<file path="src/rtl/controle_pkg.sv">
`default_nettype none
// ============================================================================
// Module      : controle_pkg
// Description : Shared opcodes, sequencer states and instruction classes for
//               the 8-bit stack CPU instruction sequencer.
// Revision    : 1.0 - initial release
// ============================================================================
package controle_pkg;

  // Opcode values carried in instr[12:8]
  localparam logic [4:0] OP_NOP   = 5'b00000;
  localparam logic [4:0] OP_PUSHI = 5'b00001;
  localparam logic [4:0] OP_PUSHD = 5'b00010;
  localparam logic [4:0] OP_DROP  = 5'b00011;
  localparam logic [4:0] OP_ADD   = 5'b00100;
  localparam logic [4:0] OP_SUB   = 5'b00101;
  localparam logic [4:0] OP_AND   = 5'b00110;
  localparam logic [4:0] OP_OR    = 5'b00111;
  localparam logic [4:0] OP_XOR   = 5'b01000;
  localparam logic [4:0] OP_NOT   = 5'b01001;
  localparam logic [4:0] OP_JMP   = 5'b10000;
  localparam logic [4:0] OP_JZ    = 5'b10001;
  localparam logic [4:0] OP_HALT  = 5'b11111;

  typedef enum logic [2:0] {
    ST_IDLE   = 3'd0,
    ST_FETCH  = 3'd1,
    ST_DECODE = 3'd2,
    ST_OPB    = 3'd3,
    ST_OPA    = 3'd4,
    ST_EXEC   = 3'd5,
    ST_HALT   = 3'd6,
    ST_ERR    = 3'd7
  } state_e;

  typedef enum logic [2:0] {
    CL_NONE   = 3'd0,
    CL_PUSH   = 3'd1,
    CL_DROP   = 3'd2,
    CL_UNARY  = 3'd3,
    CL_BINARY = 3'd4,
    CL_JMP    = 3'd5,
    CL_JZ     = 3'd6,
    CL_HALT   = 3'd7
  } iclass_e;

  // Number of stack entries an instruction class consumes before it runs
  function automatic logic [1:0] operands_needed(input iclass_e c);
    case (c)
      CL_BINARY:                  return 2'd2;
      CL_UNARY, CL_DROP, CL_JZ:   return 2'd1;
      default:                    return 2'd0;
    endcase
  endfunction

endpackage
`default_nettype wire

</file>
<file path="src/rtl/controle_dec.sv">
`default_nettype none
// ============================================================================
// Module      : controle_dec
// Description : Combinational opcode to instruction-class decoder. Unknown
//               opcodes fall into CL_NONE and therefore behave as NOP.
// Revision    : 1.0 - initial release
// ============================================================================
module controle_dec
  import controle_pkg::*;
(
  input  logic [4:0] opcode_i,
  output iclass_e    class_o
);

  // Map each opcode onto the class that selects its sequencing path
  always_comb begin
    class_o = CL_NONE;
    case (opcode_i)
      OP_PUSHI, OP_PUSHD:                  class_o = CL_PUSH;
      OP_DROP:                             class_o = CL_DROP;
      OP_ADD, OP_SUB, OP_AND, OP_OR, OP_XOR: class_o = CL_BINARY;
      OP_NOT:                              class_o = CL_UNARY;
      OP_JMP:                              class_o = CL_JMP;
      OP_JZ:                               class_o = CL_JZ;
      OP_HALT:                             class_o = CL_HALT;
      default:                             class_o = CL_NONE;
    endcase
  end

endmodule
`default_nettype wire

</file>
<file path="src/rtl/controle.sv">
`default_nettype none
// ============================================================================
// Module      : controle
// Description : Instruction sequencer for the 8-bit stack CPU. Fetches from a
//               synchronous ROM, decodes, pops operands with underflow trap,
//               pushes results with overflow trap and resolves JMP/JZ.
// Revision    : 1.0 - initial release
// ============================================================================
module controle
  import controle_pkg::*;
#(
  parameter int PC_W = 8
) (
  input  logic            clk,
  input  logic            rstn,
  input  logic            run,
  input  logic [12:0]     instr,
  input  logic            empty,
  input  logic            full,
  input  logic [7:0]      top,
  output logic [PC_W-1:0] pc,
  output logic [4:0]      opcode,
  output logic [7:0]      imm,
  output logic            pop,
  output logic            push,
  output logic            load1,
  output logic            load2,
  output logic            busy,
  output logic            halted,
  output logic            err
);

  state_e          state_q;
  logic [PC_W-1:0] pc_q;
  logic [4:0]      opcode_q;
  logic [7:0]      imm_q;
  iclass_e         cls_q;
  logic [1:0]      cnt_q;
  logic            busy_q;
  logic            halted_q;
  logic            err_q;

  iclass_e         dec_cls;

  // The decoder only ever looks at the word arriving from the ROM; later
  // states use the class latched at DECODE.
  controle_dec u_dec (
    .opcode_i (instr[12:8]),
    .class_o  (dec_cls)
  );

  // Stack strobes are gated in the same cycle by the flag being sampled, so
  // a faulting pop/push never reaches the datapath.
  always_comb begin
    pop   = 1'b0;
    push  = 1'b0;
    load1 = 1'b0;
    load2 = 1'b0;
    case (state_q)
      ST_OPB: begin
        pop   = !empty;
        load2 = !empty && ((cls_q == CL_BINARY) || (cls_q == CL_UNARY));
      end
      ST_OPA: begin
        pop   = !empty;
        load1 = !empty;
      end
      ST_EXEC: push = !full;
      default: ;
    endcase
  end

  // Sequencer FSM together with pc, latched instruction fields and status flags
  always_ff @(posedge clk) begin
    if (rstn) begin
      state_q  <= ST_IDLE;
      pc_q     <= '0;
      opcode_q <= OP_NOP;
      imm_q    <= 8'h00;
      cls_q    <= CL_NONE;
      cnt_q    <= 2'd0;
      busy_q   <= 1'b0;
      halted_q <= 1'b0;
      err_q    <= 1'b0;
    end else begin
      case (state_q)
        ST_IDLE: begin
          if (run) begin
            state_q <= ST_FETCH;
            busy_q  <= 1'b1;
          end
        end

        ST_FETCH: state_q <= ST_DECODE;

        ST_DECODE: begin
          opcode_q <= instr[12:8];
          imm_q    <= instr[7:0];
          cls_q    <= dec_cls;
          cnt_q    <= operands_needed(dec_cls);
          pc_q     <= pc_q + PC_W'(1);
          case (dec_cls)
            CL_HALT: begin
              state_q  <= ST_HALT;
              busy_q   <= 1'b0;
              halted_q <= 1'b1;
            end
            CL_JMP: begin
              pc_q    <= PC_W'(instr[7:0]);
              state_q <= ST_FETCH;
            end
            CL_BINARY, CL_UNARY, CL_DROP, CL_JZ: state_q <= ST_OPB;
            CL_PUSH:                             state_q <= ST_EXEC;
            default:                             state_q <= ST_FETCH;
          endcase
        end

        ST_OPB: begin
          if (empty) begin
            state_q <= ST_ERR;
            busy_q  <= 1'b0;
            err_q   <= 1'b1;
          end else begin
            cnt_q <= cnt_q - 2'd1;
            if ((cls_q == CL_JZ) || (cls_q == CL_DROP)) begin
              if ((cls_q == CL_JZ) && (top == 8'h00)) begin
                pc_q <= PC_W'(imm_q);
              end
              state_q <= ST_FETCH;
            end else if (cnt_q == 2'd2) begin
              state_q <= ST_OPA;
            end else begin
              state_q <= ST_EXEC;
            end
          end
        end

        ST_OPA: begin
          if (empty) begin
            state_q <= ST_ERR;
            busy_q  <= 1'b0;
            err_q   <= 1'b1;
          end else begin
            cnt_q   <= cnt_q - 2'd1;
            state_q <= ST_EXEC;
          end
        end

        ST_EXEC: begin
          if (full) begin
            state_q <= ST_ERR;
            busy_q  <= 1'b0;
            err_q   <= 1'b1;
          end else begin
            state_q <= ST_FETCH;
          end
        end

        ST_HALT: state_q <= ST_HALT;
        ST_ERR:  state_q <= ST_ERR;
        default: state_q <= ST_IDLE;
      endcase
    end
  end

  assign pc     = pc_q;
  assign opcode = opcode_q;
  assign imm    = imm_q;
  assign busy   = busy_q;
  assign halted = halted_q;
  assign err    = err_q;

endmodule
`default_nettype wire

</file>
<file path="config.mk">
export PLATFORM = sky130hd
export DESIGN_NAME = controle
export DESIGN_NICKNAME = d
export VERILOG_FILES = /design/src/rtl/controle_pkg.sv /design/src/rtl/controle_dec.sv /design/src/rtl/controle.sv
export SDC_FILE = /design/constraint.sdc
export NUM_CORES = 1
export LEC_CHECK = 0
export CAP_MARGIN = 20
export CORE_MARGIN = 4
export CORE_UTILIZATION = 49
export DETAILED_ROUTE_END_ITERATION = 6
export PLACE_DENSITY = 0.92
export SETUP_SLACK_MARGIN = 0.05
export SLEW_MARGIN = 20
export SYNTH_ARGS = -nofsm -noshare
export SYNTH_HDL_FRONTEND = slang
export SYNTH_SLANG_ARGS = --single-unit
</file>
<file path="constraint.sdc">
create_clock -name clk -period 2.5 [get_ports clk]
set_input_delay 0.25 -clock clk [delete_from_list [all_inputs] [get_ports clk]]
set_output_delay 0.25 -clock clk [all_outputs]
set_load 0.02 [all_outputs]
</file>
==> metrics.txt <==
worst slew pin tran 0.533 ns; Vias 2169; DR iter-0 viols 229; Post-DRT Antenna Nets 0; clk sinks 32; fmax 423 MHz; H-tree levels 2; via/cell ratio 6.04; FF-to-FF End pc[1]; io pins 54; Post-synth top flop dfxtp_1; DRC violation count after routing 0; post-synthesis sequential area ratio 31.6%; Die Width 72.3 µm; Ys Warns 0; Slew HR 64.0%; cell area after synthesis 2030 µm²; Max Cap Viol 0; RSZ-0062 raised after global routing no; Congestion Overflow GR 0; placed insts 352; pin count of the biggest net entering global routing 20; worst min-delay path class reg2reg; Post-Place Setup Slack -0.00814 ns; initial core utilization 50.6%; CP arrival 2.11 ns; leakage 0.977 nW; dpl cell area 2620 µm²; first-pass GRT wire length 9.25 mm; fin cells 359; min Tclk post-route 2.36 ns; CP Capture Type output pin; Final #Nets 343; Detail Placement HPWL 4.18 mm; Crit Path Class reg2out; initial antenna violation count 0; TritonCTS clock tree yes; post-route cell area 2720 µm²; Final setup violation count 0; vias in the first global route 2068; setup TNS 0 ns; Setup crit start state_q[1]; CP Launch Type flip-flop; R2R depth 6; Core Region 4000 µm²; Max Slew Vio Count 0; wirelength, routed 5.74 mm; Clk pin slew, worst setup/hold paths 0.07 ns; Util after Layout 68.1%; gpl congestion 0.884; root buf cell clkbuf_8; run status finished clean; share of cells above drive strength 1 10.7%; final period utilization 94.5%; Pre-antenna DRT Iters 4; Synthesized Nets 287; clk_lat worst skew 0.29 ns; unique cell type count in the Yosys netlist 55; maximum vdd drop 0.416 mV; Final Skew 0.00476 ns; diode count 0; Pwr Density 424 nW/µm²; post-route worst setup slack 0.137 ns; Syn Area/Cell 8.01 µm²; flop2flop setup slack 0.49 ns; Rows 23; Setup Fix Bufs, Post-CTS 0; DR WL/cell 16.0 µm; number of flops mapped to enable cells by yosys 0; Synth Instances 253; CP Capture Point load2; Longest Clk Path Bufs 2; CTS Buf Count 5; all-layer global routing usage 22.4%; Worst Path Max Fanout 9; IO buf count 53; die height 72.3 µm; full die area 5230 µm²; CP required 2.25 ns; RR Startpoint state_q[1]; area grow syn2layout 34.4%; Hold Violations, Final 0; fraction of registers with async set/reset 0%; Seq cells post-synth 32
==> routing by layer <==
layer  global-route usage, %  share of wire (%)  up-vias
li1                        -                  -     1036
met1                    26.4                 40     1030
met2                    38.5                 49       96
met3                    6.37                9.2        7
met4                    8.35                1.2        0
met5                       0                  0        -
==> stage by stage <==
stage          hold WS, ns  power [W]
2_1_floorplan        0.386   0.000634
3_3_place_gp         0.445   0.000710
3_5_place_dp         0.452   0.000716
4_1_cts              0.462    0.00116
5_1_grt              0.478    0.00120
6_report             0.459    0.00115
==> cell usage after synthesis, drive strengths merged, types with 4 or more instances <==
cell type  number  area (µm²)
o2bb2ai         5        43.8
a31oi          10        68.8
and4            4        37.5
dfxtp          32         641
nor2           25        93.8
a211oi          7        75.1
ha              8         100
nor3           13        65.1
nand2          34         128
clkbuf         10        37.5
nand3           4        32.5
inv             7        26.3
o21ai           8        40.0
a21oi          25         125
or4             4        33.8
buf             6        47.5
nand2b          4        25.0
==> logic make-up after synthesis <==
logic type / count (synthesis) / synth area share (%)
DFF: 32 / 31.6
xor gates and xnor gates: 6 / 2.59
muxes: 5 / 2.78
AOI/OAI and AO/OA: 69 / 23.5
buffers and inverters: 23 / 5.50
and+or+nand+nor: 110 / 29.0
adders and majority gates: 8 / 4.94
==> area by class of cell <==
type | count | area [µm²]
inverter | 7 | 26.3
fill | 336 | 1280
clock buffer | 7 | 96.3
sequential | 32 | 641
tap | 50 | 62.6
timing repair buffer | 65 | 621
multi-input combinational | 198 | 1280
==> worst min path at each step <==
stage,from,to,slack (ns),cells past startpoint
after floorplan,instr[8],opcode[0],0.39,2
after global placement,opcode[1],opcode[1],0.44,2
after detailed placement,opcode[4],opcode[4],0.45,2
after CTS,opcode[1],opcode[1],0.46,2
after global routing,opcode[1],opcode[1],0.48,2
final,opcode[1],opcode[1],0.46,2
==> layout by cell type (no fill, tap or decap), types with 4 or more instances in the layout <==
master,instances
clkdlybuf4s50_1,53
a21oi_1,25
nand2_1,34
buf_4,12
nand2b_1,4
a211oi_1,4
o2bb2ai_1,5
nor2_1,25
a31oi_1,9
o21ai_0,7
clkbuf_8,7
dfxtp_1,32
nor3_1,13
inv_1,7
ha_1,8
==> report_power, final <==
group	internal [W]	switching (W)	leakage (nW)
Combinational	0.0000909	0.0000855	0.668
Clock	0.000245	0.000201	0.0503
Sequential	0.000518	0.0000133	0.258
Total	0.000854	0.000300	0.977
==> critical path: stages (launching register included) <==
cell and delay [ns]:
dfxtp_1 0.47, nor2b_2 0.35, nand2_1 0.12, nor3_1 0.23, clkdlybuf4s50_1 0.65
==> state kept, by name, indices dropped and copies added (netlist names) <==
signal   count
busy         1
cls_q        3
pc           8
opcode       5
err          1
cnt_q        2
halted       1
state_q      3
imm          8
==> timing repair <==
action	4_1_cts	5_1_grt
resized for setup	0	1
hold buffers	0	0
setup endpoints to repair	0	2
Power figures use the tool's default switching activity.
